<file path="config.mk">
export PLATFORM = sky130hd
export DESIGN_NAME = pipe_stage_reg_flat
export DESIGN_NICKNAME = d
export VERILOG_FILES = /design/src/rtl/pipe_stage_reg_pkg.sv /design/src/rtl/pipe_stage_reg_if.sv /design/src/rtl/pipe_skid_buf.sv /design/src/rtl/pipe_stage_reg.sv /design/src/flat_wrapper.sv
export SDC_FILE = /design/constraint.sdc
export NUM_CORES = 1
export LEC_CHECK = 0
export ABC_CLOCK_PERIOD_IN_PS = 3700
export BUFFER_PORTS_ARGS = -buffer_cell sky130_fd_sc_hd__buf_4
export CAP_MARGIN = 20
export CORE_MARGIN = 3
export CORE_UTILIZATION = 30
export DETAILED_ROUTE_END_ITERATION = 10
export PLACE_DENSITY = 0.56
export SYNTH_ARGS = -nofsm -noshare
export SYNTH_HDL_FRONTEND = slang
export SYNTH_HIERARCHICAL = 1
export SYNTH_SLANG_ARGS = --single-unit
</file>
<file path="constraint.sdc">
create_clock -name clk -period 3.7 [get_ports clk]
set_input_delay 0.185 -clock clk [delete_from_list [all_inputs] [get_ports clk]]
set_output_delay 0.185 -clock clk [all_outputs]
set_load 0.02 [all_outputs]
</file>
<file path="src/rtl/pipe_stage_reg_pkg.sv">
// Shared encodings for pipe_stage_reg: occupancy states and the default bubble control word.
package pipe_stage_reg_pkg;

    typedef enum logic [1:0] {
        StEmpty = 2'd0,
        StOne   = 2'd1,
        StTwo   = 2'd2
    } occ_e;

    localparam int unsigned CTRL_W_DEF = 16;
    localparam logic [CTRL_W_DEF-1:0] CTRL_NOP_DEF = '0;

endpackage

</file>
<file path="src/rtl/pipe_stage_reg_if.sv">
// Handshake bundle for pipe_stage_reg; slave is the stage, master is the surrounding pipeline.
interface pipe_stage_reg_if #(
    parameter int unsigned DATA_W = 32,
    parameter int unsigned CTRL_W = 16
);
    logic              in_valid;
    logic              in_ready;
    logic [DATA_W-1:0] in_data;
    logic [CTRL_W-1:0] in_ctrl;
    logic              stall;
    logic              flush;
    logic              out_valid;
    logic              out_ready;
    logic [DATA_W-1:0] out_data;
    logic [CTRL_W-1:0] out_ctrl;
    logic [1:0]        occupancy;

    modport master (
        output in_valid, in_data, in_ctrl, stall, flush, out_ready,
        input  in_ready, out_valid, out_data, out_ctrl, occupancy
    );

    modport slave (
        input  in_valid, in_data, in_ctrl, stall, flush, out_ready,
        output in_ready, out_valid, out_data, out_ctrl, occupancy
    );
endinterface

</file>
<file path="src/rtl/pipe_skid_buf.sv">
// Main + skid storage with EMPTY/ONE/TWO occupancy FSM.
// Macro PIPE_SKID_EN enables the skid entry; without it the buffer holds a single entry.
module pipe_skid_buf
    import pipe_stage_reg_pkg::*;
#(
    parameter int unsigned       DATA_W   = 32,
    parameter int unsigned       CTRL_W   = 16,
    parameter logic [CTRL_W-1:0] CTRL_NOP = CTRL_W'(CTRL_NOP_DEF)
) (
    input  logic              clk,
    input  logic              rst_n,
    input  logic              i_clear,
    input  logic              i_push,
    input  logic              i_pop,
    input  logic [DATA_W-1:0] i_data,
    input  logic [CTRL_W-1:0] i_ctrl,
    output occ_e              o_state,
    output logic              o_ready,
    output logic [DATA_W-1:0] o_data,
    output logic [CTRL_W-1:0] o_ctrl
);
    occ_e              r_state,     w_state_d;
    logic              r_ready,     w_ready_d;
    logic [DATA_W-1:0] r_main_data, w_main_data_d;
    logic [CTRL_W-1:0] r_main_ctrl, w_main_ctrl_d;
`ifdef PIPE_SKID_EN
    logic [DATA_W-1:0] r_skid_data, w_skid_data_d;
    logic [CTRL_W-1:0] r_skid_ctrl, w_skid_ctrl_d;
`endif

    always_comb begin
        w_state_d     = r_state;
        w_main_data_d = r_main_data;
        w_main_ctrl_d = r_main_ctrl;
`ifdef PIPE_SKID_EN
        w_skid_data_d = r_skid_data;
        w_skid_ctrl_d = r_skid_ctrl;
`endif
        if (i_clear) begin
            w_state_d     = StEmpty;
            w_main_data_d = '0;
            w_main_ctrl_d = CTRL_NOP;
`ifdef PIPE_SKID_EN
            w_skid_data_d = '0;
            w_skid_ctrl_d = CTRL_NOP;
`endif
        end else begin
            case (r_state)
                StEmpty: begin
                    if (i_push) begin
                        w_state_d     = StOne;
                        w_main_data_d = i_data;
                        w_main_ctrl_d = i_ctrl;
                    end
                end
                StOne: begin
                    if (i_push && i_pop) begin
                        w_main_data_d = i_data;
                        w_main_ctrl_d = i_ctrl;
                    end else if (i_pop) begin
                        w_state_d     = StEmpty;
                        w_main_data_d = '0;
                        w_main_ctrl_d = CTRL_NOP;
`ifdef PIPE_SKID_EN
                    end else if (i_push) begin
                        w_state_d     = StTwo;
                        w_skid_data_d = i_data;
                        w_skid_ctrl_d = i_ctrl;
`endif
                    end
                end
`ifdef PIPE_SKID_EN
                StTwo: begin
                    // Skid entry is older than anything that can arrive, so it moves up in order.
                    if (i_pop) begin
                        w_state_d     = StOne;
                        w_main_data_d = r_skid_data;
                        w_main_ctrl_d = r_skid_ctrl;
                        w_skid_data_d = '0;
                        w_skid_ctrl_d = CTRL_NOP;
                    end
                end
`endif
                default: begin
                    w_state_d     = StEmpty;
                    w_main_data_d = '0;
                    w_main_ctrl_d = CTRL_NOP;
                end
            endcase
        end
`ifdef PIPE_SKID_EN
        w_ready_d = (w_state_d != StTwo);
`else
        // Single-entry build: this only marks that reset has been left behind.
        w_ready_d = 1'b1;
`endif
    end

    always_ff @(posedge clk or negedge rst_n) begin
        if (!rst_n) begin
            r_state     <= StEmpty;
            r_ready     <= 1'b0;
            r_main_data <= '0;
            r_main_ctrl <= CTRL_NOP;
`ifdef PIPE_SKID_EN
            r_skid_data <= '0;
            r_skid_ctrl <= CTRL_NOP;
`endif
        end else begin
            r_state     <= w_state_d;
            r_ready     <= w_ready_d;
            r_main_data <= w_main_data_d;
            r_main_ctrl <= w_main_ctrl_d;
`ifdef PIPE_SKID_EN
            r_skid_data <= w_skid_data_d;
            r_skid_ctrl <= w_skid_ctrl_d;
`endif
        end
    end

    assign o_state = r_state;
    assign o_ready = r_ready;
    assign o_data  = r_main_data;
    assign o_ctrl  = r_main_ctrl;

endmodule

</file>
<file path="src/rtl/pipe_stage_reg.sv">
// Pipeline stage register: stall/flush/bubble control around pipe_skid_buf.
// Macro PIPE_SKID_EN selects the registered-ready two-entry skid variant.
module pipe_stage_reg
    import pipe_stage_reg_pkg::*;
#(
    parameter int unsigned       DATA_W   = 32,
    parameter int unsigned       CTRL_W   = CTRL_W_DEF,
    parameter logic [CTRL_W-1:0] CTRL_NOP = CTRL_W'(CTRL_NOP_DEF)
) (
    input  logic               clk,
    input  logic               rst_n,
    pipe_stage_reg_if.slave    bus
);
    occ_e              w_state;
    logic              w_ready_q;
    logic [DATA_W-1:0] w_main_data;
    logic [CTRL_W-1:0] w_main_ctrl;
    logic              w_block;
    logic              w_out_valid;
    logic              w_in_ready;
    logic              w_push;
    logic              w_pop;

    // Stall and flush both freeze the handshake; flush additionally clears storage.
    assign w_block     = bus.stall | bus.flush;
    assign w_out_valid = (w_state != StEmpty) & ~w_block;
`ifdef PIPE_SKID_EN
    assign w_in_ready  = w_ready_q & ~w_block;
`else
    assign w_in_ready  = w_ready_q & ~w_block & (~w_out_valid | bus.out_ready);
`endif
    assign w_push      = bus.in_valid & w_in_ready;
    assign w_pop       = w_out_valid & bus.out_ready;

    pipe_skid_buf #(
        .DATA_W   (DATA_W),
        .CTRL_W   (CTRL_W),
        .CTRL_NOP (CTRL_NOP)
    ) u_buf (
        .clk      (clk),
        .rst_n    (rst_n),
        .i_clear  (bus.flush),
        .i_push   (w_push),
        .i_pop    (w_pop),
        .i_data   (bus.in_data),
        .i_ctrl   (bus.in_ctrl),
        .o_state  (w_state),
        .o_ready  (w_ready_q),
        .o_data   (w_main_data),
        .o_ctrl   (w_main_ctrl)
    );

    assign bus.in_ready  = w_in_ready;
    assign bus.out_valid = w_out_valid;
    assign bus.out_data  = w_out_valid ? w_main_data : '0;
    assign bus.out_ctrl  = w_out_valid ? w_main_ctrl : CTRL_NOP;
    assign bus.occupancy = w_state;

endmodule

</file>
<file path="src/flat_wrapper.sv">
// flat-port wrapper written by rule: the top's interface ports become plain ports
module pipe_stage_reg_flat import pipe_stage_reg_pkg::*;
#(
    parameter int unsigned       DATA_W   = 32,
    parameter int unsigned       CTRL_W   = CTRL_W_DEF,
    parameter logic [CTRL_W-1:0] CTRL_NOP = CTRL_W'(CTRL_NOP_DEF)
)
  (clk, rst_n, bus_in_valid, bus_in_data, bus_in_ctrl, bus_stall, bus_flush, bus_out_ready, bus_in_ready, bus_out_valid, bus_out_data, bus_out_ctrl, bus_occupancy);
  pipe_stage_reg_if #(.DATA_W(DATA_W), .CTRL_W(CTRL_W)) bus_i ();
  input  logic clk;
  input  logic rst_n;
  input wire logic [$bits(bus_i.in_valid)-1:0] bus_in_valid;
  input wire logic [$bits(bus_i.in_data)-1:0] bus_in_data;
  input wire logic [$bits(bus_i.in_ctrl)-1:0] bus_in_ctrl;
  input wire logic [$bits(bus_i.stall)-1:0] bus_stall;
  input wire logic [$bits(bus_i.flush)-1:0] bus_flush;
  input wire logic [$bits(bus_i.out_ready)-1:0] bus_out_ready;
  output wire logic [$bits(bus_i.in_ready)-1:0] bus_in_ready;
  output wire logic [$bits(bus_i.out_valid)-1:0] bus_out_valid;
  output wire logic [$bits(bus_i.out_data)-1:0] bus_out_data;
  output wire logic [$bits(bus_i.out_ctrl)-1:0] bus_out_ctrl;
  output wire logic [$bits(bus_i.occupancy)-1:0] bus_occupancy;
  assign bus_i.in_valid = bus_in_valid;
  assign bus_i.in_data = bus_in_data;
  assign bus_i.in_ctrl = bus_in_ctrl;
  assign bus_i.stall = bus_stall;
  assign bus_i.flush = bus_flush;
  assign bus_i.out_ready = bus_out_ready;
  assign bus_in_ready = bus_i.in_ready;
  assign bus_out_valid = bus_i.out_valid;
  assign bus_out_data = bus_i.out_data;
  assign bus_out_ctrl = bus_i.out_ctrl;
  assign bus_occupancy = bus_i.occupancy;
  pipe_stage_reg #(.DATA_W(DATA_W), .CTRL_W(CTRL_W), .CTRL_NOP(CTRL_NOP)) u_core (.clk(clk), .rst_n(rst_n), .bus(bus_i));
endmodule
</file>
Word-level counts from Yosys, hierarchy flattened
Index checks and enable logic that the tools add are counted.

Flip-flop bits (word level): 51. Bits in latches: 0. Memory bits (writable): 0. ROM bits: 0. Input port bits: 54. Output and inout bits: 52. Logic and storage cells: 40. Memories: 0.

Add/subtract/negate cells: 0. Multiply operators: 0. Divide/modulo/power cells: 0. Magnitude comparators: 0. Eq/ne operators: 5. Shifts and indexed selects: 0. Muxes and demuxes: 17. Bitwise logic cells: 9. Reductions and logical operators: 5.

Operator list (count): $mux W32 (5); $mux W16 (5); $pmux W32 S2 (1); $pmux W16 S2 (1); $ne A3 B3 Y1 const B (3); $mux W2 (4); $and A1 B1 Y1 (5); $ne A4 B4 Y1 const B (1); $pmux W2 S2 (1); $reduce_and A3 Y1 (1); $eq A2 B1 Y1 const B (1); $logic_not A2 Y1 (1); $not A1 Y1 (2); $or A1 B1 Y1 (2); $reduce_and A2 Y1 (1); $reduce_bool A2 Y1 (1); $logic_and A1 B1 Y1 (1).

Depth between registers and ports, before layout
Gate-level depths: netlist of the first run.

Depth after elaboration: 11. Gate-level depth with buffers: 9. Gate-level depth less buffers: 5.

Modules after synthesis
Netlist of the first run, hierarchy kept.

Modules (own cells, without submodules): pipe_skid_buf (instances 1, cells each 230, area an instance 2733.9 sq um); pipe_stage_reg (instances 1, cells each 66, area an instance 765.7 sq um).

Worst setup path before layout of the first run
Ideal clock, no wire load.

Path type: register to register. Start: register u_core.u_buf.r_state[0], in the netlist u_core/u_buf/o_state[0]. End: register u_core.u_buf.r_main_ctrl[10], in the netlist u_core/u_buf/o_ctrl[10]. Setup time: 132 ps. Data arrival time: 1841 ps. Required time: 3568 ps. Slack: 1727 ps. Stages on the path, launching flop included: 9. Buffers on the path: 3. Clock period less this slack: 1973 ps. Path through: dfrtp_1 -> nor2_2 -> buf_2 -> nor3b_2 -> nor2b_1 -> buf_2 -> buf_4 -> a222oi_1 -> nor2_1.

Elaborated cells on any way between the ends: 16. Those cells by class: 3 x eq/ne; 3 x mux; 6 x bitwise; 4 x reduce/logical.

RTL lines: from (decl) (RTL line pipe_skid_buf.sv:22) `occ_e r_state, w_state_d;`; from (signal assigned) (RTL line pipe_skid_buf.sv:101) `r_state <= StEmpty;`; from (signal assigned) (RTL line pipe_skid_buf.sv:110) `r_state <= w_state_d;`; $reduce_bool A2 Y1 (*) (RTL line pipe_stage_reg.sv:26) `assign w_out_valid = (w_state != StEmpty) & ~w_block;`; $and A1 B1 Y1 (*) (RTL line pipe_stage_reg.sv:26); $and A1 B1 Y1 (*) (RTL line pipe_stage_reg.sv:33) `assign w_pop = w_out_valid & bus.out_ready;`; via u_core.w_pop (RTL line pipe_stage_reg.sv:22) `logic w_pop;`; $logic_and A1 B1 Y1 (RTL line pipe_skid_buf.sv:57) `if (i_push && i_pop) begin`; $mux W16 (RTL line pipe_skid_buf.sv:57); $pmux W16 S2 (RTL line pipe_skid_buf.sv:48) `case (r_state)`; $mux W16 (RTL line pipe_skid_buf.sv:39) `if (i_clear) begin`; to (signal assigned) (RTL line pipe_skid_buf.sv:113) `r_main_ctrl <= w_main_ctrl_d;`; to (decl) (RTL line pipe_skid_buf.sv:25) `logic [CTRL_W-1:0] r_main_ctrl, w_main_ctrl_d;`.

Mark *: on every way through the listed nets, which the timed path passes. The rest lies on a longest branch. A chain may end at the register's enable or synchronous reset.

Worst setup path after layout of the first run
Start: register u_core.u_buf.r_state[0], in the netlist u_core/u_buf/o_state[0]. End: register u_core.u_buf.r_main_data[15], in the netlist u_core/u_buf/o_data[15].

Elaborated cells on any way between the ends: 16. Those cells by class: 3 x eq/ne; 3 x mux; 6 x bitwise; 4 x reduce/logical.

RTL lines: $reduce_bool A2 Y1 (*) (RTL line pipe_stage_reg.sv:26); $and A1 B1 Y1 (*) (RTL line pipe_stage_reg.sv:26); $and A1 B1 Y1 (*) (RTL line pipe_stage_reg.sv:33); via u_core.w_pop (RTL line pipe_stage_reg.sv:22); $logic_and A1 B1 Y1 (RTL line pipe_skid_buf.sv:57); $mux W32 (RTL line pipe_skid_buf.sv:57); $pmux W32 S2 (RTL line pipe_skid_buf.sv:48); $mux W32 (RTL line pipe_skid_buf.sv:39); to (signal assigned) (RTL line pipe_skid_buf.sv:112) `r_main_data <= w_main_data_d;`; to (decl) (RTL line pipe_skid_buf.sv:24) `logic [DATA_W-1:0] r_main_data, w_main_data_d;`.

Marked as above.

==> impl_summary.txt, run 1 <==
----------------------------------------------------
[CTS]
  Clock transition time at the flip-flop clock pins of the worst setup and hold paths ... around 70 ps
  Later-pin clock latency in the skew report ... 280 ps
  Root cell of the clock tree ... sky130_fd_sc_hd__clkbuf_16
  CTS buffer count ... 5
  Setup Fix Bufs, Post-CTS ... 0
  Number of clock sinks ... 50
  Clock tree from TritonCTS ... yes
  CTS HTree Levels ... 2
  Worst-case clock buffer depth ... 2

[Run]
  Number of violations of the max-capacitance limit ... 0

[Timing]
  Final Worst Setup Slack ... 1172 ps
  Endpoints failing hold ... 0
  Setup Viol. Count Final ... 0
  Highest achievable clock rate ... slightly below 0.4 GHz
  Transition time at the pin with the least slew margin ... 879.4 ps
  Final TNS setup ... 0 ps
  Final count of pins violating max slew ... 0
  Fin crit period ... 2528 ps
  Period Utilization, post-route ... roughly two thirds
  Setup repair after global routing missed its margin ... false
  Headroom to the max-slew limit ... 41.37%
  Final Skew ... roughly 8.3 ps

[Run status]
  Outcome ... complete, no violations

[Place]
  Sum of net half-perimeters after detailed placement ... 5.587 mm
  Number of port buffers ... 104
  Weighted congestion at the end of routability-driven global placement ... 0.7199
  Worst-case setup slack after placement ... between 1000 and 1500 ps

[Routing]
  DRC viols ... 0
  DRT met1 WL ... 4.214 mm
  1st-iter DRT viols ... 313
  Number of search-and-repair iterations in the first detailed-routing pass ... 6
  Aggregate routed wire length ... 9.210 mm
  Met3 routed WL ... 608 µm
  Highest metal used ... met4
  Detailed-route via count ... 2790
  Routed wire per std cell ... between 15 and 20 µm
  Wire length on met2 ... 4.357 mm
  Post-detailed-route via-to-cell ratio ... around 5.4
  Post-route ant nets ... 0

[Synth]
  Post-synthesis xor/xnor area fraction ... 0%
  Warning count from the yosys run ... 6
  Synth top cells by count ... sky130_fd_sc_hd__dfrtp_1 (50), sky130_fd_sc_hd__nor2_1 (50), sky130_fd_sc_hd__nor3b_2 (49)
  Portion of the post-synthesis area used by sequential elements ... 35.75%
  Largest family of logic cells by synthesized area ... simple AND/OR/NAND/NOR gates
  Number of enable-type register cells in the synthesized netlist ... 0
  Multiplexer share of the synthesized area ... 16.52%
  Dominant cell type by area after synthesis ... sky130_fd_sc_hd__dfrtp_1
  Count of state elements after synthesis ... 50
  Biggest area contributors in the synthesized netlist ... sky130_fd_sc_hd__dfrtp_1 (36%), sky130_fd_sc_hd__nor3b_2 (18%), sky130_fd_sc_hd__a222oi_1 (13%)
  Top_reg_cell synth ... sky130_fd_sc_hd__dfrtp_1
  Arithmetic-cell share of the synthesized area counting full adders, half adders and majority gates ... 0%
  Cells after synthesis ... 296
  Compound-gate portion of the synthesized area ... 14.55%
  Cell area after technology mapping ... 3500 µm²
  Async SR Flop Fraction ... 100.0%
  Synthesized-area fraction occupied by and/or/nand/nor cells ... 23.88%
  Unique cell type count in the Yosys netlist ... 25
  Post-synth top area share ... 35.75%
  Number of nets in the synthesized netlist ... 350
  Synthesized area divided by synthesized cell count ... 11.82 µm²

[Final layout]
  Count of filler cells inserted in the layout ... 1122
  Nets@finish ... 428
  Fraction of final layout cells sized beyond drive strength 1 ... 48.27%
  Diodes inserted ... 0
  Synthesis-to-layout area growth ... 24.45%

[GRT]
  Total routing usage reported by global routing ... 14.11%
  Antenna violations before repair ... 0
  Pin count of the biggest net entering global routing ... 52
  GR Overflow Total ... 0
  Global-route wire length before repair ... 14.90 mm
  Vias in the first global route ... roughly 2900

[Floorplanning]
  Boundary Pins ... 106
  Starting utilization of the core area ... a little under a third
  Die Span X ... between 100 and 150 µm
  Floorplan die height ... around 110 µm
  Standard cell core area ... 11130 µm²
  Core Rows ... 38
  Die area ... roughly 13000 µm²

[Critical path]
  Most frequent cell on the critical path ... sky130_fd_sc_hd__buf_4
  Worst Setup Path Type ... flop to flop
  Reg-to-reg slack, setup ... about 1200 ps
  Slowest Stage Delay on Critical Path ... 670 ps
  Highest-delay cell along the critical path ... sky130_fd_sc_hd__buf_4
  Biggest fanout along the worst timing path ... 51
  Data required time of the critical path ... 3910 ps
  Kind of capture point of the worst setup path ... flop
  Kind of cell adding the most delay to the critical path ... buffers and inverters
  List of cells traversed by the critical path ... nor2_4, buf_4, nor3b_2, nor2b_4, buf_4, a222oi_1, nor2_1
  Arrival time at the worst endpoint ... 2730 ps
  Number of buffers and inverters on the critical path ... 2
  Kind of launch point of the worst setup path ... flop

[Pwr]
  Static leakage ... 0.001924 µW
  Pwr per Cell Area ... between 200 and 300 nW/µm²
  Worst supply voltage drop on vdd ... around 0.19 mV

[Min path]
  Class of the tightest hold or removal check ... input port to flop

----------------------------------------------------
==> sequential cells by signal, summed over array words and instances (netlist names) <==
register,flops
u_core/u_buf/o_state,1
u_core/u_buf/o_ready,1
u_core/u_buf/o_ctrl,16
u_core/u_buf/o_data,32
==> per-layer routing <==
| metal | up-vias | track usage [%] |
|---|---|---|
| met4 | 0 | 2.771 |
| met3 | 2 | 3.395 |
| met1 | 1397 | 19.48 |
| li1 | 1298 | - |
| met5 | - | 0 |
| met2 | 93 | 22.64 |
==> layout make-up <==
| class | instances | area, µm² | area share, % |
|---|---|---|---|
| clock inverter | 1 | 5.005 | 0.1149 |
| tap | 140 | 175.2 | 4.022 |
| clock buffer | 7 | 142.6 | 3.275 |
| inverter | 1 | 3.754 | 0.08618 |
| timing repair buffer | 109 | 833.3 | 19.13 |
| sequential | 50 | 1251 | 28.73 |
| multi-input combinational | 207 | 1944 | 44.64 |
==> report_power, final <==
group          switching, µW  total (µW)  internal, µW
sequential              7.98         566           558
combinational            103         179          76.2
clock                    192         460           268
==> worst paths after layout <==
| path | to | depth (start not counted) | start |
|---|---|---|---|
| worst max-delay path | u_core/u_buf/o_data[15] | 7 | u_core/u_buf/o_state[0] |
| worst min-delay path | u_core/u_buf/o_data[0] | 3 | bus_in_data[0] |
| worst max register to register | u_core/u_buf/o_data[15] | 7 | u_core/u_buf/o_state[0] |
| worst min register to register | u_core/u_buf/o_data[26] | 2 | u_core/u_buf/o_data[26] |
| max in group asynchronous | u_core/u_buf/o_ctrl[7] | 2 | rst_n |
| min in group asynchronous | u_core/u_buf/o_data[26] | 2 | rst_n |
==> placed cells by master, fill, tap and decap left out, types with 2 or more instances in the layout <==
cell type	Yosys	layout
sky130_fd_sc_hd__clkbuf_16	0	5
sky130_fd_sc_hd__conb_1	2	2
sky130_fd_sc_hd__nor3b_2	49	49
sky130_fd_sc_hd__nor2_1	50	50
sky130_fd_sc_hd__a21oi_1	2	2
sky130_fd_sc_hd__mux2_4	10	10
sky130_fd_sc_hd__a32oi_1	2	2
sky130_fd_sc_hd__nand2_1	2	2
sky130_fd_sc_hd__buf_4	2	107
sky130_fd_sc_hd__dfrtp_1	50	50
sky130_fd_sc_hd__a222oi_1	46	46
sky130_fd_sc_hd__mux2_1	37	37
==> per-stage QoR <==
stage / total power [µW] / area [µm²] / hold WS [ps] / cells / utilization, %
floorplan: 679.9 / 3500 / -110.6 / 296 / -
global placement: 751.7 / 4198 / 261.2 / 506 / 37.73
detailed placement: 756.1 / 4198 / 271.4 / 506 / 37.73
CTS: 1226 / 4355 / 168.2 / 515 / 39.15
global route: 1269 / 4355 / 172.6 / 515 / 39.15
finish: 1205 / 4355 / 175.6 / 515 / 39.15
==> repair_timing <==
action | 4_1_cts | 5_1_grt
hold buffers | 1 | 0
endpoints found under the hold margin | 50 | 0
resized for setup | 0 | 0
==> worst min-delay path: stages <==
cell and delay (ps):
sky130_fd_sc_hd__buf_4 80, sky130_fd_sc_hd__a222oi_1 70, sky130_fd_sc_hd__nor2_1 80
==> cell families after synthesis <==
family,after synthesis
AND/OR/NAND/NOR,105
multiplexers,48
flip-flops,50
buffers and inverters,39
AO/OA/AOI/OAI,52
other,2
No activity file was read; power rests on OpenSTA's default activity.
==> inputs of run 2 (changes only) <==
--- a/config.mk
+++ b/config.mk
@@ -5,7 +5,7 @@
 export SDC_FILE = /design/constraint.sdc
 export NUM_CORES = 1
 export LEC_CHECK = 0
-export ABC_CLOCK_PERIOD_IN_PS = 3700
+export ABC_CLOCK_PERIOD_IN_PS = 2600
 export BUFFER_PORTS_ARGS = -buffer_cell sky130_fd_sc_hd__buf_4
 export CAP_MARGIN = 20
 export CORE_MARGIN = 3
==> constraint.sdc (replaced) <==
create_clock -name clk -period 2.6 [get_ports clk]
set_input_delay 0.13 -clock clk [delete_from_list [all_inputs] [get_ports clk]]
set_output_delay 0.13 -clock clk [all_outputs]
set_load 0.02 [all_outputs]
==> run 2 against run 1 <==
Effect of this change: via count up 2.1%; critical endpoint is now u_core/u_buf/o_data[3]; largest power group unchanged; global-route usage up 0.54 points; non-clock buffer count up 2; clock power up 62%; count of clock-buffer cells in the layout unchanged; clock skew down 1.9 ps; first-iteration DRC count up 16%; cell area up 1.1%; critical path depth down 1; register-to-register slack worse by 680 ps; highest routed layer unchanged; wire length up 4.4%; fmax up 20%.
==> impl_summary.txt, run 2 (synthesis gave the netlist of run 1 again) <==
----------------------------------------------------
[Run status]
  Outcome ... complete, no violations

[Timing]
  Fin crit period ... 2111 ps (-416.7 ps)
  Final TNS setup ... 0 ps (unchanged)
  Setup Viol. Count Final ... 0 (unchanged)
  Period Utilization, post-route ... 81.19% (+13 points)
  Final Skew ... 6.334 ps (-1.922 ps)
  Setup repair after global routing missed its margin ... false
  Final count of pins violating max slew ... 0 (unchanged)
  Transition time at the pin with the least slew margin ... 911.2 ps (+31.80 ps)
  Highest achievable clock rate ... 0.4737 GHz (+20%)
  Endpoints failing hold ... 0 (unchanged)
  Headroom to the max-slew limit ... 39.16% (-2.2 points)

[Critical path]
  Worst-case reg-to-reg path depth ... 6 (-1)
  Kind of capture point of the worst setup path ... flop
  Data required time of the critical path ... 2750 ps (-1160 ps)
  Arrival time at the worst endpoint ... 2270 ps (-460 ps)
  Reg-to-reg slack, setup ... 490 ps (-680 ps)
  Biggest fanout along the worst timing path ... 16 (-69%)
  Worst Setup Path Type ... flop to flop
  Critical register-to-register path startpoint ... u_core/u_buf/o_state[0]
  Slowest Stage Delay on Critical Path ... 450 ps (-220 ps)
  Kind of launch point of the worst setup path ... flop
  List of cells traversed by the critical path ... nor2_4, o2111a_2, buf_4, mux2_1, a222oi_1, nor2_1
  Highest-delay cell along the critical path ... sky130_fd_sc_hd__dfrtp_1
  Capturing point of the worst reg2reg path ... u_core/u_buf/o_data[3]

[Routing]
  Wire length on met2 ... 4.648 mm (+6.7%)
  Highest metal used ... met4
  Detailed-route via count ... 2849 (+2.1%)
  Post-route ant nets ... 0 (unchanged)
  1st-iter DRT viols ... 364 (+16%)
  Aggregate routed wire length ... 9.617 mm (+4.4%)
  DRC viols ... 0 (unchanged)
  Post-detailed-route via-to-cell ratio ... 5.511 (+1.7%)
  Number of search-and-repair iterations in the first detailed-routing pass ... 9 (+3)
  DRT met1 WL ... 4.327 mm (+2.7%)
  Routed wire per std cell ... 18.60 µm (+4.0%)
  Met3 routed WL ... 596 µm (-2.0%)

[Place]
  Weighted congestion at the end of routability-driven global placement ... 0.7036 (-2.3%)
  Post-Place Cell Area ... 4205 µm² (+0.18%)
  Number of cells in the design after placement ... 507 (+0.20%)
  Number of port buffers ... 104 (unchanged)
  Sum of net half-perimeters after detailed placement ... 5.807 mm (+3.9%)

[Final layout]
  Register area ... 1251 µm² (unchanged)
  Fraction of final layout cells sized beyond drive strength 1 ... 48.28% (about the same)
  Commonest non-fill, non-tap cell in the layout ... sky130_fd_sc_hd__buf_4
  Area of all placed cells without fillers ... 4405 µm² (+1.1%)
  Commonest non-fill, non-tap cells in the layout ... sky130_fd_sc_hd__buf_4 (108), sky130_fd_sc_hd__nor2_1 (50), sky130_fd_sc_hd__dfrtp_1 (50)
  Synthesis-to-layout area growth ... 25.89%
  Nets@finish ... 430 (+0.47%)
  Count of filler cells inserted in the layout ... 1100 (-2.0%)
  Max reg flops ... 32 (unchanged)
  Multi-input logic area ... 1944 µm² (unchanged)
  Post-layout utilization of the core ... 39.60% (+0.45 points)
  Finished Layout Cells ... 517 (+0.39%)
  Diodes inserted ... 0 (unchanged)

[Min path]
  Number of cells traversed by the worst hold path ... 3 (unchanged)
  Worst Hold End ... u_core/u_buf/o_ctrl[1]
  Beginning of the worst hold path ... bus_in_ctrl[1]
  Class of the tightest hold or removal check ... input port to flop

[GRT]
  GR Overflow Total ... 0 (unchanged)
  Total routing usage reported by global routing ... 14.65% (+0.54 points)
  Pin count of the biggest net entering global routing ... 51 (-1.9%)
  Global-route wire length before repair ... 15.41 mm (+3.4%)
  Antenna violations before repair ... 0 (unchanged)
  Vias in the first global route ... 2922 (+2.0%)

[Pwr]
  Worst supply voltage drop on vdd ... 0.3527 mV (+86%)
  Static leakage ... 0.001944 µW (+1.1%)
  Pwr per Cell Area ... 411.2 nW/µm² (+49%)
  Final total power ... 1812 µW (+50%)

[Floorplanning]
  Standard cell core area ... 11130 µm² (unchanged)
  Die area ... 13000 µm² (unchanged)
  Starting utilization of the core area ... 31.46% (unchanged)
  Floorplan die height ... 114.0 µm (unchanged)
  Core Rows ... 38 (unchanged)
  Boundary Pins ... 106 (unchanged)
  Die Span X ... 114.0 µm (unchanged)

[CTS]
  Clock transition time at the flip-flop clock pins of the worst setup and hold paths ... 70 ps (about the same)
  Worst-case clock buffer depth ... 2 (unchanged)
  Number of clock sinks ... 50 (unchanged)
  Clock tree from TritonCTS ... yes
  Later-pin clock latency in the skew report ... 290 ps (about the same)
  CTS HTree Levels ... 2 (unchanged)
  CTS buffer count ... 5 (unchanged)
  Root cell of the clock tree ... sky130_fd_sc_hd__clkbuf_16

[Run]
  Number of violations of the max-capacitance limit ... 0 (unchanged)

----------------------------------------------------
-- run 2: cell count changes in the layout (fill, tap and decap cells not counted) --
cell	delta
sky130_fd_sc_hd__bufinv_16	+1
sky130_fd_sc_hd__clkbuf_8	-1
sky130_fd_sc_hd__clkinv_2	-1
sky130_fd_sc_hd__buf_16	+1
sky130_fd_sc_hd__buf_4	+1
sky130_fd_sc_hd__clkbuf_1	+1
-- run 2: repair_timing --
action | in CTS | in global routing
hold buffers | 1 | 0
buffers inserted | 0 | 0
endpoints found under the hold margin | 50 | 0
gates resized for setup | 0 | 0
-- run 2: per-layer routing --
layer	track usage (%)	vias up
met2	24.28	99
met5	0	-
met1	19.83	1436
li1	-	1309
met4	3.325	0
met3	2.812	5
-- run 2: critical path: cells and delay by family (launching register included) --
kind                   cells  cell delay [ps]
buffers and inverters      1              300
AOI/OAI and AO/OA          2              640
and+or+nand+nor            2              210
DFF                        1              450
muxes                      1              360
-- run 2: worst max-delay path by stage --
| stage | slack, ps | start | endpoint |
|---|---|---|---|
| CTS | 480 | u_core/u_buf/o_state[0] | u_core/u_buf/o_ctrl[12] |
| finish | 490 | u_core/u_buf/o_state[0] | u_core/u_buf/o_data[3] |
| global placement | 570 | u_core/u_buf/o_state[0] | u_core/u_buf/o_ctrl[5] |
| global route | 350 | u_core/u_buf/o_state[0] | u_core/u_buf/o_data[3] |
| detailed placement | 490 | u_core/u_buf/o_state[0] | u_core/u_buf/o_ctrl[12] |
| floorplan | 630 | u_core/u_buf/o_state[0] | u_core/u_buf/o_ctrl[10] |
-- run 2: layout make-up --
class,count,share of cell area (%)
Clock buffer,7,3.011
Clock inverter,1,0.6816
Inverter,1,0.08520
Multi-Input combinational cell,207,44.14
Sequential cell,50,28.40
Tap cell,140,3.976
Timing Repair Buffer,111,19.71
-- run 2: where the power goes --
part	switching, µW	leakage (µW)	internal, µW	total (µW)
Sequential	11.5	0.000692	793	805
Combinational	150	0.00117	112	262
Clock	289	0.0000781	456	745
Total	451	0.00194	1360	1810
-- run 2: through the flow --
step / setup slack [ps] / hold slack [ps]
after detailed placement: 494.4 / 219.5
final: 489.0 / 118.2
after CTS: 480.2 / 112.3
after floorplan: 627.4 / -165.6
after global placement: 574.2 / 211.0
after global routing: 347.3 / 112.9
==> inputs of run 3 (changes only) <==
--- a/config.mk
+++ b/config.mk
@@ -5,13 +5,14 @@
 export SDC_FILE = /design/constraint.sdc
 export NUM_CORES = 1
 export LEC_CHECK = 0
-export ABC_CLOCK_PERIOD_IN_PS = 2600
+export ABC_AREA = 1
+export ABC_CLOCK_PERIOD_IN_PS = 1900
 export BUFFER_PORTS_ARGS = -buffer_cell sky130_fd_sc_hd__buf_4
 export CAP_MARGIN = 20
 export CORE_MARGIN = 3
 export CORE_UTILIZATION = 30
 export DETAILED_ROUTE_END_ITERATION = 10
-export PLACE_DENSITY = 0.56
+export PLACE_DENSITY = 0.61
 export SYNTH_ARGS = -nofsm -noshare
 export SYNTH_HDL_FRONTEND = slang
 export SYNTH_HIERARCHICAL = 1
==> constraint.sdc (replaced) <==
create_clock -name clk -period 1.9 [get_ports clk]
set_input_delay 0.095 -clock clk [delete_from_list [all_inputs] [get_ports clk]]
set_output_delay 0.095 -clock clk [all_outputs]
set_load 0.02 [all_outputs]
==> run 3 against run 2 <==
Effect of this change: count of clock-buffer cells in the layout unchanged; highest routed layer unchanged; total power increased by 8.6%; worst setup slack worse by 320 ps; clock skew shrank 0.87 ps; synthesized cell count increased by 18%.
==> impl_summary.txt, run 3 <==
----------------------------------------------------
[Critical path]
  Capturing point of the worst reg2reg path ... u_core/u_buf/o_ctrl[2]
  Kind of launch point of the worst setup path ... input port
  Kind of capture point of the worst setup path ... flop
  Most frequent cell on the critical path ... sky130_fd_sc_hd__nand2_1
  Highest-delay cell along the critical path ... sky130_fd_sc_hd__dlygate4sd3_1
  Launch point of the critical path ... bus_flush
  Critical register-to-register path startpoint ... u_core/u_buf/o_state[0]
  Reg-to-reg slack, setup ... 190 ps (-300 ps)
  Biggest fanout along the worst timing path ... 26 (+10)
  Number of gates on the worst path with buffers counted ... 12 (+6)
  List of cells traversed by the critical path ... dlygate4sd3_1, buf_4, inv_1, nand2_1, nor2_1, nand2_1, nor2_2, inv_1, nor2_4, buf_12, nand3_1, nand2_1
  Slowest Stage Delay on Critical Path ... 550 ps (+100 ps)
  Arrival time at the worst endpoint ... 1980 ps (-290 ps)
  Worst Setup Path Type ... input port to flop
  Worst-case reg-to-reg path depth ... 9 (+3)
  Last element of the critical path ... u_core/u_buf/o_data[15]
  Kind of cell adding the most delay to the critical path ... buffers and inverters
  Number of buffers and inverters on the critical path ... 5 (+4)
  Data required time of the critical path ... 2140 ps (-610 ps)

[CTS]
  Clock tree from TritonCTS ... yes
  CTS buffer count ... 5 (unchanged)
  Clock transition time at the flip-flop clock pins of the worst setup and hold paths ... 90 ps (+20 ps)
  Number of clock sinks ... 50 (unchanged)
  Root cell of the clock tree ... sky130_fd_sc_hd__clkbuf_8
  CTS HTree Levels ... 2 (unchanged)
  Worst-case clock buffer depth ... 2 (unchanged)
  Later-pin clock latency in the skew report ... 300 ps (about the same)

[GRT]
  GR Overflow Total ... 0 (unchanged)
  Vias in the first global route ... 2592 (-11%)
  Pin count of the biggest net entering global routing ... 51 (unchanged)
  Antenna violations before repair ... 0 (unchanged)
  Global-route wire length before repair ... 12.12 mm (-21%)
  Total routing usage reported by global routing ... 14.79% (+0.13 points)

[Pwr]
  Static leakage ... 0.001876 µW (-3.5%)
  Switching share of total power ... 24.58% (-0.31 points)
  Combinational Power Share ... 11.9% (-2.6 points)
  Internal power summed over all cells ... 1484 µW (+9.1%)
  Switching power total ... 483.8 µW (+7.3%)
  Worst supply voltage drop on vdd ... 0.3068 mV (-13%)
  Share of total power in the clock network ... 32.5% (-8.6 points)
  Pwr per Cell Area ... 544.3 nW/µm² (+32%)
  Portion of total power attributed to sequential cells ... 55.5% (+11 points)

[Floorplanning]
  Die Span X ... 100.3 µm (-12%)
  Floorplan die height ... 100.3 µm (-12%)
  Die area ... 10070 µm² (-23%)
  Standard cell core area ... 8423 µm² (-24%)
  Starting utilization of the core area ... 31.70% (+0.24 points)
  Boundary Pins ... 106 (unchanged)
  Core Rows ... 33 (-13%)

[Place]
  Sum of net half-perimeters after detailed placement ... 5.050 mm (-13%)
  Worst-case setup slack after placement ... 152.8 ps (-341.7 ps)
  Number of port buffers ... 104 (unchanged)
  Weighted congestion at the end of routability-driven global placement ... 0.8038 (+14%)

[Run]
  Number of violations of the max-capacitance limit ... 0 (unchanged)

[Timing]
  Setup Viol. Count Final ... 0 (unchanged)
  Final Worst Setup Slack ... 166.9 ps (-322.2 ps)
  Headroom to the max-slew limit ... 58.13% (+19 points)
  Setup repair after global routing missed its margin ... false
  Endpoints failing hold ... 0 (unchanged)
  Final TNS setup ... 0 ps (unchanged)
  Fin crit period ... around 1700 ps
  Final count of pins violating max slew ... 0 (unchanged)
  Final Skew ... 5.459 ps (-0.8744 ps)
  Period Utilization, post-route ... 91.22%
  Transition time at the pin with the least slew margin ... 628.1 ps (-283.1 ps)
  Highest achievable clock rate ... 0.5770 GHz
  Post-route worst hold slack ... 20.03 ps (-98.16 ps)

[Synth]
  Biggest area contributors in the synthesized netlist ... sky130_fd_sc_hd__dfrtp_1 (47%), sky130_fd_sc_hd__nand4_1 (11%), sky130_fd_sc_hd__nand3_1 (9.0%)
  Post-synth top area share ... 46.86% (+11 points)
  Cells after synthesis ... 349 (+18%)
  Top_reg_cell synth ... sky130_fd_sc_hd__dfrtp_1
  Unique cell type count in the Yosys netlist ... 16 (-36%)
  Count of state elements after synthesis ... 50 (unchanged)
  Dominant cell type by area after synthesis ... sky130_fd_sc_hd__dfrtp_1
  Dominant cell by count in the synthesized netlist ... sky130_fd_sc_hd__inv_1
  Portion of the post-synthesis area used by sequential elements ... 46.86% (+11 points)
  Synthesized area divided by synthesized cell count ... 7.651 µm² (-35%)
  Synth top cells by count ... sky130_fd_sc_hd__inv_1 (59), sky130_fd_sc_hd__nand2_1 (52), sky130_fd_sc_hd__nor2_1 (51)
  Number of nets in the synthesized netlist ... 403 (+15%)
  Async SR Flop Fraction ... 100.0% (unchanged)
  Cell area after technology mapping ... 2670 µm² (-24%)
  Warning count from the yosys run ... 6 (unchanged)
  Number of enable-type register cells in the synthesized netlist ... 0 (unchanged)

[Routing]
  Detailed-route via count ... 2619 (-8.1%)
  DRC viols ... 0 (unchanged)
  Routed wire per std cell ... 13.63 µm (-27%)
  1st-iter DRT viols ... 88 (-76%)
  Aggregate routed wire length ... 7.455 mm (-22%)
  Post-route ant nets ... 0 (unchanged)
  Number of search-and-repair iterations in the first detailed-routing pass ... 4 (-5)
  Post-detailed-route via-to-cell ratio ... 4.788 (-13%)

[Final layout]
  Nets@finish ... 495 (+15%)
  Diodes inserted ... 0 (unchanged)
  Max reg flops ... 32 (unchanged)
  Commonest non-fill, non-tap cell in the layout ... sky130_fd_sc_hd__buf_4
  Synthesis-to-layout area growth ... 35.43%
  Commonest non-fill, non-tap cells in the layout ... sky130_fd_sc_hd__buf_4 (109), sky130_fd_sc_hd__inv_1 (59), sky130_fd_sc_hd__nand2_1 (51)
  Fraction of final layout cells sized beyond drive strength 1 ... 29.41% (-19 points)

[Run status]
  Outcome ... complete, no violations

[Min path]
  Class of the tightest hold or removal check ... input port to flop

----------------------------------------------------
## run 3: repair_timing
item                       4_1_cts  5_1_grt
gates resized for setup          0        3
hold endpoints to repair        51        0
buffers inserted                 0        1
setup endpoints to repair        0       89
hold buffers                     2        0
## run 3: worst reg2reg max path, cell delays in order, from the launching register on
cell and delay (ps):
sky130_fd_sc_hd__dfrtp_1 460, sky130_fd_sc_hd__inv_1 80, sky130_fd_sc_hd__nand2_2 100, sky130_fd_sc_hd__nand3_4 70, sky130_fd_sc_hd__nor2_1 160, sky130_fd_sc_hd__inv_1 80, sky130_fd_sc_hd__nand2_2 270, sky130_fd_sc_hd__buf_12 260
sky130_fd_sc_hd__nand3_1 110, sky130_fd_sc_hd__nand2_1 80
## run 3: cell families (layout without fill, tap and decap cells)
kind of cell | Yosys count | after routing | share of synthesized area (%)
buffers and inverters | 92 | 185 | 16.35
other | 2 | 2 | 0.2813
AND/OR/NAND/NOR | 204 | 204 | 36.32
flip-flops | 50 | 50 | 46.86
AO/OA/AOI/OAI | 1 | 1 | 0.1873
## run 3: worst min-delay path by stage
stage                    start                      end  depth (start not counted)
6_report       bus_in_data[19]  u_core/u_buf/o_data[19]                          3
4_1_cts        bus_in_data[24]  u_core/u_buf/o_data[24]                          3
3_3_place_gp             rst_n   u_core/u_buf/o_data[2]                          1
2_1_floorplan            rst_n   u_core/u_buf/o_ctrl[0]                          0
5_1_grt        bus_in_data[18]  u_core/u_buf/o_data[18]                          3
3_5_place_dp             rst_n   u_core/u_buf/o_data[2]                          1
## run 3: layout make-up
class                           instances  area [µm²]
Timing Repair Buffer                  116       920.9
Clock buffer                            7       86.33
Fill cell                             894        4807
Tap cell                              105       131.4
Inverter                               61       229.0
Clock inverter                          1       5.005
Multi-Input combinational cell        207       992.2
Sequential cell                        50        1251
## run 3: metal layers
| layer | track usage, % | up-vias | part of all wire, % |
|---|---|---|---|
| met5 | 0 | - | 0 |
| met4 | 3.109 | 0 | 0.71 |
| met3 | 2.780 | 5 | 6.3 |
| met2 | 26.50 | 97 | 50 |
| met1 | 18.48 | 1228 | 43 |
| li1 | - | 1289 | - |
## run 3: per-stage QoR
| step | util [%] | area, µm² | std cells | power (µW) |
|---|---|---|---|---|
| global placement | 41.40 | 3487 | 536 | 1347 |
| global route | 42.93 | 3616 | 547 | 2065 |
| CTS | 42.72 | 3598 | 546 | 1995 |
| floorplan | - | 2670 | 349 | 1211 |
| detailed placement | 41.40 | 3487 | 536 | 1348 |
| finish | 42.93 | 3616 | 547 | 1968 |
## run 3: power groups by stage
stage / combinational (µW) / sequential [µW] / clock, µW
2_1_floorplan: 99.4 / 1110 / 0
3_3_place_gp: 234 / 1110 / 0
3_5_place_dp: 234 / 1110 / 0
4_1_cts: 238 / 1090 / 664
5_1_grt: 260 / 1100 / 709
6_report: 235 / 1090 / 640
